===== config.mk =====
export PLATFORM = sky130hd
export DESIGN_NAME = video_scan_ctrl
export DESIGN_NICKNAME = d
export VERILOG_FILES = /design/src/rtl/video_scan_pkg.sv /design/src/rtl/scan_cnt_stage.sv /design/src/rtl/video_scan_ctrl.sv
export SDC_FILE = /design/constraint.sdc
export NUM_CORES = 1
export LEC_CHECK = 0
export ABC_CLOCK_PERIOD_IN_PS = 5800
export CAP_MARGIN = 20
export CORE_MARGIN = 2
export CORE_UTILIZATION = 49
export CTS_BUF_LIST = sky130_fd_sc_hd__clkbuf_8
export CTS_CLUSTER_DIAMETER = 40
export DETAILED_ROUTE_END_ITERATION = 10
export PLACE_DENSITY = 0.85
export SYNTH_ARGS = -nofsm -noshare
export SYNTH_HDL_FRONTEND = slang
export SYNTH_SLANG_ARGS = --single-unit
export TNS_END_PERCENT = 5

===== constraint.sdc =====
create_clock -name CLK -period 5.8 [get_ports CLK]
set_input_delay 1.16 -clock CLK [delete_from_list [all_inputs] [get_ports CLK]]
set_output_delay 1.16 -clock CLK [all_outputs]
set_load 0.03 [all_outputs]

===== src/rtl/video_scan_pkg.sv =====
// Shared timing constants and output decode for the video scan controller.
// Build option: define VIDEO_SCAN_PAL_EN for the 312-line PAL frame (default is 262-line NTSC).
package video_scan_pkg;

   localparam logic [6:0] H_LOAD      = 7'h40;
   localparam logic [6:0] H_LAST      = 7'h7F;
   localparam logic [6:0] H_VIS       = 7'h58;
   localparam logic [6:0] HSYNC_FIRST = 7'h48;
   localparam logic [8:0] V_VIS_FIRST = 9'h100;
   localparam logic [8:0] V_VIS_END   = 9'h1C0;

`ifdef VIDEO_SCAN_PAL_EN
   localparam logic [8:0] V_FIRST     = 9'h0C8;
   localparam logic [8:0] VSYNC_FIRST = 9'h1F0;
`else
   localparam logic [8:0] V_FIRST     = 9'h0FA;
   localparam logic [8:0] VSYNC_FIRST = 9'h1E0;
`endif

   typedef struct packed {
      logic hpen;
      logic hbl;
      logic vbl;
      logic hsync;
      logic vsync;
   } scan_dec_t;

   function automatic scan_dec_t scan_decode(input logic [6:0] h, input logic [8:0] v);
      scan_dec_t d;
      d.hpen  = (h != 7'h00);
      d.hbl   = (h < H_VIS);
      d.vbl   = (v < V_VIS_FIRST) || (v >= V_VIS_END);
      d.hsync = (h >= HSYNC_FIRST) && (h <= HSYNC_FIRST + 7'd3);
      d.vsync = (v >= VSYNC_FIRST) && (v <= VSYNC_FIRST + 9'd3);
      return d;
   endfunction

endpackage


===== src/rtl/scan_cnt_stage.sv =====
// 4-bit synchronous loadable counter slice (74161 style) with carry-in/carry-out for cascading.
module scan_cnt_stage
   import video_scan_pkg::*;
#(
   parameter logic [3:0] RST_VAL = 4'h0
) (
   input  logic       clk,
   input  logic       rst_n,
   input  logic       load,
   input  logic [3:0] d,
   input  logic       cin,
   output logic [3:0] q,
   output logic       cout
);

   always_ff @(posedge clk or negedge rst_n) begin
      if (!rst_n)
         q <= RST_VAL;
      else if (load)
         q <= d;
      else if (cin)
         q <= q + 4'd1;
   end

   assign cout = cin & (q == 4'hF);

endmodule


===== src/rtl/video_scan_ctrl.sv =====
// Horizontal/vertical scan counters with blank/sync decode and line/frame terminal-count pulses.
// Build option: VIDEO_SCAN_PAL_EN selects the PAL frame constants in video_scan_pkg.
module video_scan_ctrl
   import video_scan_pkg::*;
(
   input  logic       CLK,
   input  logic       CLRn,
   input  logic       CE,
   output logic [6:0] H,
   output logic [8:0] V,
   output logic       HPEn,
   output logic       HBL,
   output logic       VBL,
   output logic       HSYNC,
   output logic       VSYNC,
   output logic       LINE_TC,
   output logic       FRAME_TC
);

   localparam logic [11:0] V_INIT = {3'b000, V_FIRST};

   logic [7:0]  h_cnt;
   logic [2:0]  h_c;
   logic [7:0]  h_d;
   logic        h_zero, h_last, h_load;
   logic [11:0] v_cnt;
   logic [3:0]  v_c;
   logic        v_adv, v_last, v_load;
   scan_dec_t   dec;

   // The final stage carries only fire from an illegal count; they reload a legal value.
   assign h_zero = (h_cnt == 8'h00);
   assign h_last = (h_cnt == {1'b0, H_LAST});
   assign h_load = CE & (h_zero | h_last | h_c[2]);
   assign h_d    = h_zero ? {1'b0, H_LOAD} : 8'h00;
   assign h_c[0] = CE;

   assign v_adv  = CE & h_last;
   assign v_last = (v_cnt == 12'h1FF);
   assign v_load = (v_adv & v_last) | v_c[3];
   assign v_c[0] = v_adv;

   for (genvar i = 0; i < 2; i++) begin : g_h
      scan_cnt_stage #(.RST_VAL(4'h0)) u_stage (
         .clk   (CLK),
         .rst_n (CLRn),
         .load  (h_load),
         .d     (h_d[4*i +: 4]),
         .cin   (h_c[i]),
         .q     (h_cnt[4*i +: 4]),
         .cout  (h_c[i+1])
      );
   end

   for (genvar i = 0; i < 3; i++) begin : g_v
      scan_cnt_stage #(.RST_VAL(V_INIT[4*i +: 4])) u_stage (
         .clk   (CLK),
         .rst_n (CLRn),
         .load  (v_load),
         .d     (V_INIT[4*i +: 4]),
         .cin   (v_c[i]),
         .q     (v_cnt[4*i +: 4]),
         .cout  (v_c[i+1])
      );
   end

   always_ff @(posedge CLK or negedge CLRn) begin
      if (!CLRn) begin
         LINE_TC  <= 1'b0;
         FRAME_TC <= 1'b0;
      end else begin
         LINE_TC  <= v_adv;
         FRAME_TC <= v_adv & v_last;
      end
   end

   assign H     = h_cnt[6:0];
   assign V     = v_cnt[8:0];
   assign dec   = scan_decode(H, V);
   assign HPEn  = dec.hpen;
   assign HBL   = dec.hbl;
   assign VBL   = dec.vbl;
   assign HSYNC = dec.hsync;
   assign VSYNC = dec.vsync;

endmodule


; ---- Yosys cells after proc, flatten, opt, wreduce, memory -nomap -nowiden
; Index checks and enable logic that the tools add are counted.
[totals]
ff_bits = 22
output_inout_bits = 23
word_cells = 58
[classes]
addsub = 5
order_cmp = 7
eq_ne = 7
n_mux = 11
n_bitwise = 11
n_reduce_logical = 10
[ops]
columns = op, count
row1 = 4-bit two-way mux, 10
row2 = 4-bit by 1-bit adder with 4-bit output (second input constant), 5
row3 = 4-bit == test (second input constant), 5
row4 = 9-bit greater-or-equal comparator (second input constant), 2
row5 = 12-bit by 9-bit == test with 1-bit output (second input constant), 1
row6 = 2-bit nonzero test, 5
row7 = 9-bit less-or-equal comparator (second input constant), 1
row8 = 9-bit < comparator (second input constant), 1
row9 = 1-bit AND, 8
row10 = 8-bit by 7-bit == test with 1-bit output (second input constant), 1
row11 = 8-bit logical NOT, 1
row12 = 7-bit greater-or-equal comparator (second input constant), 1
row13 = 7-bit less-or-equal comparator (second input constant), 1
row14 = 7-bit < comparator (second input constant), 1
row15 = 7-bit two-way mux, 1
row16 = 7-bit nonzero test, 1
row17 = 1-bit OR, 3
row18 = 1-bit logical AND, 2
row19 = 1-bit logical OR, 1

; ---- Longest topological paths before layout
; Gate-level depths: netlist of run 1.
[depth]
word_depth = 7
depth_mapped = 6

; ---- By module
; A second synthesis of run 1 with hierarchy kept.
[hier_totals]
cells_unflattened = 127
hier_area_um2 = 1272.5
[modules_own_cells]
columns = mod, instances, cells_each, area_each_um2, seq_area_each_um2
row1 = scan_cnt_stage at g_h[0].u_stage ..., 3, 20, 210.2, 100.1
row2 = scan_cnt_stage at g_v[1].u_stage, 1, 20, 215.2, 105.1
row3 = video_scan_ctrl, 1, 27, 214.0, 50.0
row4 = scan_cnt_stage at g_v[0].u_stage, 1, 20, 212.7, 102.6

; ---- Worst setup path before layout of run 1
; Ideal clock, no wire load.
[synth_timing]
path_kind = register -> output
startpoint = register g_v[0].u_stage.q[1]
endpoint = output VSYNC
arrival_time_ns = 1.822
required_time_ns = 4.640
path_slack_ns = 2.818
path_stages_with_launch = 4
n_path_buf = 0
cell_sequence = dfstp_2 -> ha_1 -> a21oi_1 -> nor4_1
[synth_between]
elab_chain_cells = 2
elab_cells_between_ends = 3
classes_between = 2 x order compare / 1 x reduce/logical
[synth_rtl]
columns = item, line
row1 = start: declaration, scan_cnt_stage.sv:12  ; output logic [3:0] q,
row2 = start signal: assignment, scan_cnt_stage.sv:22  ; q <= q + 4'd1;
row3 = 9-bit greater-or-equal comparator / 9-bit less-or-equal comparator (equally long branches), video_scan_pkg.sv:34  ; d.vsync = (v >= VSYNC_FIRST) && (v <= VSYNC_FIRST + 9'd3);
row4 = 1-bit logical AND *, video_scan_pkg.sv:34
row5 = end: declaration, video_scan_ctrl.sv:15  ; output logic VSYNC,
; Every way passes the cells marked *; elsewhere a longest branch is shown, timed or not.

; ---- Final worst setup path of run 1
; Same ends and word-level chain as after synthesis.

==> results of run 1 <==
[power groups by stage]
stage	sequential, W	combinational, W	clock (W)
finish	0.000229	0.000245	0.000111
floorplan	0.000234	0.000183	0
global route	0.000233	0.000264	0.000117
CTS	0.000227	0.000245	0.000113
detailed placement	0.000230	0.000243	0
global placement	0.000227	0.000236	0
[layout make-up]
class / instances / area [um2] / share of cell area
flip-flops and latches: 22 / 558.0 / 0.3441
clock buffers: 4 / 55.05 / 0.03395
repair buffers: 25 / 250.2 / 0.1543
well taps: 31 / 38.79 / 0.02392
multi-input cells: 103 / 674.4 / 0.4159
inverters: 12 / 45.04 / 0.02778
[Yosys cell counts (2+ instances only)]
| cell | number | share of area |
|---|---|---|
| sky130_fd_sc_hd__o31ai_1 | 2 | 0.011 |
| sky130_fd_sc_hd__clkbuf_1 | 2 | 0.0055 |
| sky130_fd_sc_hd__ha_1 | 10 | 0.092 |
| sky130_fd_sc_hd__xnor2_1 | 6 | 0.039 |
| sky130_fd_sc_hd__inv_1 | 12 | 0.033 |
| sky130_fd_sc_hd__dfrtp_1 | 16 | 0.29 |
| sky130_fd_sc_hd__and2_1 | 2 | 0.0092 |
| sky130_fd_sc_hd__nand4_1 | 4 | 0.018 |
| sky130_fd_sc_hd__o211ai_1 | 2 | 0.011 |
| sky130_fd_sc_hd__or4_1 | 2 | 0.011 |
| sky130_fd_sc_hd__nand2_1 | 20 | 0.055 |
| sky130_fd_sc_hd__a21oi_1 | 10 | 0.037 |
| sky130_fd_sc_hd__or2_2 | 3 | 0.014 |
| sky130_fd_sc_hd__nor3_1 | 4 | 0.015 |
| sky130_fd_sc_hd__nor4_1 | 4 | 0.018 |
| sky130_fd_sc_hd__dfstp_2 | 6 | 0.12 |
| sky130_fd_sc_hd__nand3_1 | 6 | 0.022 |
| sky130_fd_sc_hd__buf_4 | 4 | 0.022 |
| sky130_fd_sc_hd__nor2_1 | 4 | 0.011 |
| sky130_fd_sc_hd__o21ai_0 | 10 | 0.037 |
[worst min-delay path, stage by stage (launching register included)]
cell and delay, ns:
sky130_fd_sc_hd__dfstp_2 0.40, sky130_fd_sc_hd__nor2_1 0.10, sky130_fd_sc_hd__a21oi_1 0.05
[kinds of logic after synthesis]
| group | after synthesis | share of synthesized area |
|---|---|---|
| buffers and inverters | 21 | 0.09216 |
| xor gates and xnor gates | 7 | 0.04516 |
| AOI/OAI and AO/OA | 29 | 0.1235 |
| and+or+nand+nor | 57 | 0.2359 |
| adders and majority gates | 10 | 0.09217 |
| DFF | 22 | 0.4111 |
[sequential cells by signal (all words and copies together), names as in the netlist]
register and count:
LINE_TC 1, FRAME_TC 1, g_v.u_stage.q 12, g_h.u_stage.q 8
[metal layers]
metal,part of all wire,vias up
met5,0,-
met4,0.017,0
met3,0.036,4
met2,0.48,34
met1,0.47,530
li1,-,548
[through the flow]
stage / utilization / hold WS (ns) / power, W / setup slack, ns / instances
after floorplan: - / 0.5093 / 0.0004173 / 2.818 / 146
after global placement: 0.5831 / 0.5309 / 0.0004630 / 2.481 / 193
after detailed placement: 0.5831 / 0.5326 / 0.0004730 / 2.400 / 193
after global routing: 0.6036 / 0.5806 / 0.0006144 / 2.479 / 197
after CTS: 0.6036 / 0.5454 / 0.0005850 / 2.550 / 197
final: 0.6036 / 0.5449 / 0.0005846 / 2.551 / 197
[path summary, 6_finish.rpt]
| check | cells past startpoint | end | slack, ns | start |
|---|---|---|---|---|
| min in group asynchronous | 1 | g_v[2].u_stage.q[3]$_DFFE_PN0P_ | 1.42 | CLRn |
| min | 2 | g_v[0].u_stage.q[1]$_DFFE_PN1P_ | 0.54 | g_v[0].u_stage.q[1]$_DFFE_PN1P_ |
| max in group asynchronous | 1 | g_h[0].u_stage.q[0]$_DFFE_PN0P_ | 3.81 | CLRn |
| min reg2reg | 2 | g_v[0].u_stage.q[1]$_DFFE_PN1P_ | 0.54 | g_v[0].u_stage.q[1]$_DFFE_PN1P_ |
| max reg2reg | 5 | g_v[2].u_stage.q[2]$_DFFE_PN0P_ | 3.49 | g_h[1].u_stage.q[0]$_DFFE_PN0P_ |
| max | 4 | VSYNC | 2.55 | g_v[0].u_stage.q[1]$_DFFE_PN1P_ |
==> reports/summary.md, run 1 <==
Post-route DRC violation count: 0. Kind of start point of the critical path: a flip-flop. The share of synthesized area occupied by flip-flops and latches was 0.4111. For this run, the slowest stage of the critical path takes 0.73 ns. Setup repair after global routing left no endpoint under its margin. In this run the most used layer during global routing was met2. For this run, the top clock speed supported by timing is 307.8 MHz. The data required time at the worst endpoint came out at 4.64 ns. The total track usage was 0.1835; the total number of clock tree sinks was 22.

After detailed routing, the average wire length per cell comes to 14.07 um. The overall die width is 56.64 um, and the HPWL after detailed placement is 2035 um. After clock tree synthesis, the flow added hold-fix buffers numbering 0.

The run gives 1049 as the number of global-route vias before repair. Counting every instance in the synthesized netlist gives 146. The per-instance average area after synthesis works out to 9.298 um2. The run gives 0.191 as the clock network fraction of total power. TritonCTS built the clock tree. Class of the most critical hold timing path: reg -> reg. The number of hold violations in the final report was 0; the post-cts repair resize count was 0.

The run gives 0 as the number of maximum-capacitance constraint violations. After synthesis, the netlist uses 37 different library cells. At the worst endpoint, the arrival time is 2.09 ns.

The relative contribution of sequential cells to total power is 0.391. The critical-path cell with the highest stage delay is sky130_fd_sc_hd__clkdlybuf4s50_1. The die covers 3208 um2.

The tools report the relative slew slack as 0.3715. The remaining antenna violation count was 0; the fraction of final layout cells sized beyond drive strength 1 was 0.1084. The global-route met3 utilization was 0.01843; the initial standard-cell utilization of the core was 0.5054. The run finished with clean final reports. The layout-stage area growth over the synthesis result came out at 19.45%.

Summed over all layers, the global routing overflow is 0. The count of input and output buffers works out to 25. The vias after detailed routing is 1116. Wires add up to 2771 um. Number of top-level pins: 26.

The first TritonRoute pass finished after 4 iterations. The transition time at the pin with the least slew margin is 0.9398 ns, and the post-synthesis cell area is 1358 um2. Clock-pin slew was measured on the worst setup and hold paths at 0.08 ns.

The signal on the critical path passes through ha_1 > a21oi_1 > nor4_1 > clkdlybuf4s50_1. For the number of synthesis warnings, the log shows 0. The total CTS buffers was 3; the worst clock skew on the final layout was 0.001664 ns.

For the worst-skew pair, the clock arrives at the later sink with an insertion delay of 0.26 ns. The number of register bits inferred by synthesis was 22; the number of nets in the layout was 180. The placeable core area is 2686 um2, and the final cell area excluding filler cells is 1622 um2.

The worst setup path category was reg -> out. The worst path needs 3.249 ns of the cycle, external delays included. In the layout the commonest cells are sky130_fd_sc_hd__clkdlybuf4s50_1, sky130_fd_sc_hd__nand2_1, sky130_fd_sc_hd__dfrtp_1, sky130_fd_sc_hd__inv_1. The tools report the count of H-tree levels built during CTS as 1. The first-pass GRT wire length is 4609 um. The clock passes through at most 2 buffers. After the first detailed-routing iteration, the DRC count stood at 24.

The floorplan has 19 rows. Entering global routing, the biggest net connects 23 pins. The number of fill cells was 229. Routability-driven placement finished with a final weighted congestion of 0.8419. The share of total power consumed by net switching is 0.4223. The floorplan step set the die height to 56.64 um. The internal power of the cells totals 0.0003377 W. Predominant post-synthesis flop cell: sky130_fd_sc_hd__dfrtp_1. The post-synthesis net count is 159. The setup total negative slack came out at 0 ns.

For the relative contribution of combinational cells to total power, the log shows 0.418. The fraction of registers with async set or reset after synthesis came out at 1.000. The run gives 0 as the number of antenna diodes. Post-CTS timing repair inserted 0 buffers for setup.

The nature of the critical path endpoint was an output port. The share of the cycle needed by the critical path after routing is 0.5602. The most common library cell in the layout ignoring fill and taps is sky130_fd_sc_hd__clkdlybuf4s50_1. The number of slew-limit violations in the final report was 0. Grouping stages by cell kind, the critical path spends the most delay in buffers and inverters.

The met2 track utilization from global routing is 0.2924. The switching power was 0.0002469 W; the per-cell via count in the routed design was 5.665. The number of antenna violations at the first check in global routing is 0, and the routing usage on met1 is 0.2389.

Root buffer selected by CTS: sky130_fd_sc_hd__clkbuf_8. In this run the power density over the cells is 360.5 nW/um2. In this run the worst path has a maximum fanout of 6.

The placed cell area came out at 1567 um2. The analysis attributes to cell leakage a power of 0.6944 nW. Setup violations remaining at the end of the flow were counted as 0. The run gives 317.8 uV as the maximum ir drop on the vdd rail. The buffering stage count on the worst path with inverters included came out at 1.

The synthesized design contains 0 enable-type register cells.
Power figures use the tool's default switching activity.
==> inputs of run 2 (changes only) <==
Settings changed: ABC_CLOCK_PERIOD_IN_PS 5800 to 3400.
Clock period 5.8 ns to 3.4 ns, I/O delays scaled along.
==> reports/summary.md, run 2 (synthesis results as in run 1) <==
Clock tree synthesis inserted a total of 3 buffers. The run gives 1 as the count of H-tree levels built during CTS. The largest stage delay on the critical path came out at 0.71 ns. Setup slack closes at 0.7124 ns.

Dividing the detail-routed via count by the number of cells gives 5.709. The number of antenna diodes in the final layout is 0. The tightest min-delay check is of the reg -> reg type. The tools report the number of global-route vias before repair as 1101. Average wire length per cell after detail routing: 14.08 um.

TritonCTS built the clock tree. From left edge to right edge, the die measures 56.64 um. Data arrives at the worst endpoint at 2.01 ns. The kind of start point of the critical path was a flip-flop. The routed layout has 1136 vias.

Depth of the worst register-to-register path: 5. The clock latency on the worst-skew pair is 0.27 ns, and the first-pass GRT wire length is 4830 um. The tools report the total track usage as 0.1910. The remaining antenna violation count came out at 0. For the post-route core utilization, the log shows 0.6120. The tools report the post-CTS setup repair buffer count as 0. The worst register-to-register path begins at g_h[1].u_stage.q[0]$_DFFE_PN0P_. The setup total negative slack was 0 ns. The run finished with clean final reports. Static timing analysis puts the maximum clock frequency at 372.1 MHz. Number of antenna violations at the first check in global routing: 0. After clock tree synthesis, the clock-pin slew on the worst setup and hold paths is 0.08 ns. Setup violations remaining at the end of the flow were counted as 0. Timing analysis after detailed placement gives a worst setup slack of 0.7928 ns.

The number of hold violations in the final report is 0. Across the VDD grid, the largest voltage drop is 556.2 uV. In this run the power density over the cells is 604.1 nW/um2. The largest net degree at the start of global routing was 23.

The worst register-to-register path ends at g_v[2].u_stage.q[3]$_DFFE_PN0P_. From bottom edge to top edge, the die measures 56.64 um. The number of standard cells in the layout, taps in and fillers out came out at 199. Nature of the critical path endpoint: an output port.

Buffers placed on the I/O ports in this run total 25. The data required time at the worst endpoint was 2.72 ns. The HPWL after detailed placement was 2049 um. Startpoint of the tightest hold check path: g_v[0].u_stage.q[1]$_DFFE_PN1P_. The run gives 46 as the violation count after the first detailed-routing iteration. The post-route DRC violation count is 0.

Before antenna repair, the detailed router went through 4 iterations. The number of flip-flops in the largest register is 12. The initial standard-cell utilization of the core is 0.5054, and the cell row count is 19. The congestion estimate from routability-driven global placement came to 0.8242. The critical-path cell with the highest stage delay is sky130_fd_sc_hd__clkdlybuf4s50_1.

Overall routed net length: 2801 um. The tools report the worst hold slack as 0.5539 ns. CTS saw 22 sinks. Leaving out fill and tap cells, the most frequent cell in the layout is sky130_fd_sc_hd__clkdlybuf4s50_1. The largest registers in the layout are g_v.u_stage.q (12), g_h.u_stage.q (8). For the number of nets in the layout, the log shows 182.

The worst register-to-register path has a setup slack of 1.15 ns. The library cells used most frequently in the layout, excluding fill and tap cells, are sky130_fd_sc_hd__clkdlybuf4s50_1, sky130_fd_sc_hd__nand2_1, sky130_fd_sc_hd__dfrtp_1, sky130_fd_sc_hd__inv_1. The number of maximum-capacitance constraint violations is 0. The number of slew-limit violations in the final report is 0.

The transition time at the pin with the least slew margin works out to 0.5346 ns. The longest clock path from root to sink contains 2 buffers. The floorplan step defined a die boundary enclosing 3208 um2. The tools report the root buffer selected by CTS as sky130_fd_sc_hd__clkbuf_8. The number of buffers added to fix hold violations after cts was 0; the placeable core area was 2686 um2.

Of all nets on the critical path, the largest fanout is 6. After clock tree synthesis, the repair step resized 0 gates. Setup repair after global routing left no endpoint under its margin. Global routing finished with a remaining overflow of 0.

For this design the static power due to leakage is 0.7067 nW. In this run the count of I/O pins placed on the die edge is 26. Walking the worst path, the cells encountered are ha_1 > a21oi_1 > nor4_1 > clkdlybuf4s50_1.

The setup path with the least slack is of type reg -> out. Register with the most flip-flops: g_v.u_stage.q. The final critical delay including setup and external delays is 2.688 ns. The worst hold path terminates at g_v[0].u_stage.q[1]$_DFFE_PN1P_. The fraction of final layout cells sized beyond drive strength 1 is 0.1190, and the share of the cycle needed by the critical path after routing is 0.7905. After detailed placement, the design holds a cell count of 194. The worst hold path was traced through 2 stages. Between clock sinks in the finished design, the worst skew comes to 0.003769 ns. The layout-stage area growth over the synthesis result works out to 21.11%.

The relative slew slack was 0.6420.
[run 2: cell types whose count changed in the layout (fill, tap and decap cells not counted)]
cell                    delta
sky130_fd_sc_hd__buf_4     +1
sky130_fd_sc_hd__buf_8     +1
[run 2: area by class of cell]
| cell class | count | area [um2] |
|---|---|---|
| clock buffers | 4 | 55.05 |
| fillers | 213 | 1042 |
| inverters | 12 | 45.04 |
| multi-input cells | 103 | 674.4 |
| flip-flops and latches | 22 | 558.0 |
| well taps | 31 | 38.79 |
| repair buffers | 27 | 272.8 |
[run 2: power by group]
| part | switching, W | internal, W | leakage, nW |
|---|---|---|---|
| logic | 0.000246 | 0.000171 | 0.424 |
| registers | 0.0000809 | 0.000304 | 0.254 |
| clock network | 0.0000884 | 0.000103 | 0.0288 |
[run 2: metal layers]
metal	vias to the layer above	wire (um)	global-route usage
met3	5	120	0.03687
met1	543	1250	0.2452
li1	554	-	-
met4	0	47	0.07823
met2	34	1382	0.3140
met5	-	0	0
[run 2: worst max-delay path by stage]
stage          cells past startpoint  slack [ns]                            start                               to
6_report                           4        0.71  g_v[0].u_stage.q[1]$_DFFE_PN1P_                            VSYNC
2_1_floorplan                      3        0.90  g_v[0].u_stage.q[1]$_DFFE_PN1P_                            VSYNC
5_1_grt                            4        0.61  g_v[0].u_stage.q[1]$_DFFE_PN1P_                            VSYNC
4_1_cts                            4        0.70  g_v[0].u_stage.q[1]$_DFFE_PN1P_                            VSYNC
3_3_place_gp                       5        0.84                               CE  g_v[2].u_stage.q[3]$_DFFE_PN0P_
3_5_place_dp                       5        0.79                               CE  g_v[2].u_stage.q[3]$_DFFE_PN0P_
[run 2: through the flow]
step,area (um2),total power (W)
after global routing,1644,0.001055
after global placement,1574,0.0007905
after detailed placement,1574,0.0008054
after CTS,1629,0.0009963
after floorplan,1358,0.0007118
final,1644,0.0009932
[run 2: critical path: cells and delay by family (launching register included)]
| kind | cells | cell delay, ns |
|---|---|---|
| compound gates | 1 | 0.08 |
| buf+inv | 1 | 0.71 |
| flops | 1 | 0.59 |
| simple gates | 1 | 0.15 |
| fa+ha+maj | 1 | 0.21 |
==> inputs of run 3 (changes only) <==
Settings changed: ABC_CLOCK_PERIOD_IN_PS 3400 to 2600.
Clock period 3.4 ns to 2.6 ns, I/O delays scaled along.
==> reports/summary.md, run 3 (synthesis results as in run 1) <==
Port buffering added 25 buffers. Measured along the y axis, the die boundary spans 56.64 um. For this run, design rule violations remaining after detail routing come to 0.

The worst setup slack for register-to-register paths was 0.29 ns; the standby leakage power was 0.7414 nW. The startpoint of the tightest hold check path is g_v[0].u_stage.q[1]$_DFFE_PN1P_. The critical register-to-register path startpoint was g_h[1].u_stage.q[0]$_DFFE_PN0P_. The depth of the worst register-to-register path works out to 5.

The clock period could shrink to 2.309 ns. Leaving out fill and tap cells, the most frequent cells in the layout are sky130_fd_sc_hd__clkdlybuf4s50_1, sky130_fd_sc_hd__nand2_1, sky130_fd_sc_hd__dfrtp_1, sky130_fd_sc_hd__inv_1. For the arrival time at the worst endpoint, the log shows 2.48 ns.

The total number of clock tree sinks was 22; the layout-stage area growth over the synthesis result was 21.66%. The worst register-to-register path ends at g_v[2].u_stage.q[3]$_DFFE_PN0P_. The clock latency on the worst-skew pair is 0.26 ns, and the overall die width is 56.64 um.

Setup slack on the critical path of the routed design comes to 0.2914 ns. The finished layout holds 200 standard cells, fillers aside. The root buffer selected by CTS was sky130_fd_sc_hd__clkbuf_8.

The number of search-and-repair iterations in the first detailed-routing pass is 4. The most common library cell in the layout ignoring fill and taps is sky130_fd_sc_hd__clkdlybuf4s50_1. The tools report the post-CTS setup repair buffer count as 0. The final cell area excluding filler cells is 1652 um2. The first-pass GRT wire length is 5030 um. The most repeated library cell on the critical path was sky130_fd_sc_hd__or4_1.

The count of H-tree levels built during CTS was 1; the share of the cycle needed by the critical path after routing was 0.8879. The die covers 3208 um2. The final layout contains routed wiring with a total length of 2826 um. The logs give 2686 um2 for the placeable core area and 558.0 um2 for the area occupied by registers.

The run gives 196 as the number of cells after detailed placement. On the worst path, the slowest cell contributes a delay of 0.63 ns. Prior to clock tree synthesis, the placed netlist has a worst setup slack of 0.1956 ns. The violation count after the first detailed-routing iteration is 32, and the largest driver fanout on the critical path is 8.

Counting along the longest clock path gives a buffer depth of 2. Number of hold violations in the final report: 0. Once detail routing completed, the nets flagged for antenna violations numbered 0.

The total track usage was 0.1996; the number of maximum-capacitance constraint violations was 0. The number of global-route vias before repair came out at 1127. TritonCTS created 3 clock buffers.

Combined area of the multi-input logic cells: 674.4 um2. For the number of fill cells, the log shows 228. The largest registers in the layout are g_v.u_stage.q (12), g_h.u_stage.q (8). The leftover overflow at the end of global routing was 0.

The placed instances occupy a cell area of 1589 um2. For the initial standard-cell utilization of the core, the log shows 0.5054. The clock slew seen by the registers of the worst setup and hold paths was 0.08 ns. The number of flip-flops in the largest register was 12; the largest net degree at the start of global routing was 23. Kind of start point of the critical path: a flip-flop. Between clock sinks in the finished design, the worst skew comes to 0.001589 ns. The relative slew slack was 0.6472; the average wire length per cell after detail routing was 14.13 um. The per-cell via count in the routed design is 5.745, and the transition time at the pin with the least slew margin is 0.5268 ns. Traced cell by cell, the critical path runs through ha_1 > nand4b_4 > or4_1 > or4_1 > o21ai_0. The worst hold path terminates at g_v[0].u_stage.q[1]$_DFFE_PN1P_.

In this run the power density over the cells is 786.4 nW/um2. Based on the critical path, the design can be clocked at up to 433.2 MHz. The final weighted congestion in routability-driven placement was 0.8140. The run finished with clean final reports. The nature of the critical path endpoint was a flip-flop. The worst-case IR drop observed on VDD is 786.9 uV.

The run gives 0 as the number of slew-limit violations in the final report. The floorplan has 19 rows. STA puts the critical path data required time at 2.77 ns. Register with the most flip-flops: g_v.u_stage.q. The worst hold path belongs to the class reg -> reg. Across all layers, the routed design uses 1149 vias. The setup total negative slack is 0 ns. The fraction of final layout cells sized beyond drive strength 1 is 0.1243, and the number of nets in the layout is 183.

Setup violations remaining at the end of the flow were counted as 0. The cell depth of the worst min-delay path works out to 2. The critical-path cell with the highest stage delay is sky130_fd_sc_hd__or4_1.

Number of antenna violations at the first check in global routing: 0. The number of top-level pins came out at 26. TritonCTS built the clock tree. The worst setup path category is reg -> reg. The number of antenna diodes in the final layout is 0. Setup repair after global routing left no endpoint under its margin. The tools report the HPWL after detailed placement as 2096 um.
[run 3: repair_timing]
action | 4_1_cts | 5_1_grt
hold buffers | 0 | 0
setup endpoints to repair | 0 | 3
gates resized for setup | 0 | 3
[run 3: layout make-up]
| class | instances | share of cell area |
|---|---|---|
| Timing Repair Buffer | 28 | 0.1697 |
| Inverter | 12 | 0.02727 |
| Multi-Input combinational cell | 103 | 0.4083 |
| Clock buffer | 4 | 0.03333 |
| Sequential cell | 22 | 0.3379 |
| Tap cell | 31 | 0.02348 |
[run 3: critical path: cells and delay by family, from the launching register on]
family | cells | cell delay, ns
AO/OA/AOI/OAI | 1 | 0.10
adder cells (fa/ha/maj) | 1 | 0.33
flip-flops | 1 | 0.49
AND/OR/NAND/NOR | 3 | 1.30
[run 3: worst max path at each step]
stage,cells after the start,start,endpoint,slack (ns)
6_report,5,g_h[1].u_stage.q[0]$_DFFE_PN0P_,g_v[2].u_stage.q[3]$_DFFE_PN0P_,0.29
5_1_grt,5,g_h[1].u_stage.q[0]$_DFFE_PN0P_,g_v[2].u_stage.q[3]$_DFFE_PN0P_,0.16
4_1_cts,4,g_v[0].u_stage.q[1]$_DFFE_PN1P_,VSYNC,0.05
3_5_place_dp,5,CE,g_v[2].u_stage.q[3]$_DFFE_PN0P_,0.20
3_3_place_gp,5,CE,g_v[2].u_stage.q[3]$_DFFE_PN0P_,0.30
2_1_floorplan,3,g_v[0].u_stage.q[1]$_DFFE_PN1P_,VSYNC,0.26
[run 3: through the flow]
| step | power (W) | hold WS [ns] | util |
|---|---|---|---|
| finish | 0.001299 | 0.5537 | 0.6148 |
| global route | 0.001375 | 0.6001 | 0.6148 |
| CTS | 0.001309 | 0.5523 | 0.6120 |
| detailed placement | 0.001058 | 0.5415 | 0.5915 |
| global placement | 0.001034 | 0.5235 | 0.5915 |
| floorplan | 0.0009309 | 0.2244 | - |
[run 3: metal layers]
metal,GRT usage,share of wire
met5,0,0
met4,0.1020,0.025
met3,0.03456,0.049
met1,0.2630,0.43
met2,0.3140,0.50
[run 3: power breakdown]
part / internal, W / leakage, nW / total [W] / switching (W)
Sequential: 0.000397 / 0.254 / 0.000509 / 0.000112
Clock: 0.000135 / 0.0288 / 0.000247 / 0.000111
Combinational: 0.000220 / 0.459 / 0.000543 / 0.000323
Total: 0.000752 / 0.741 / 0.00130 / 0.000547
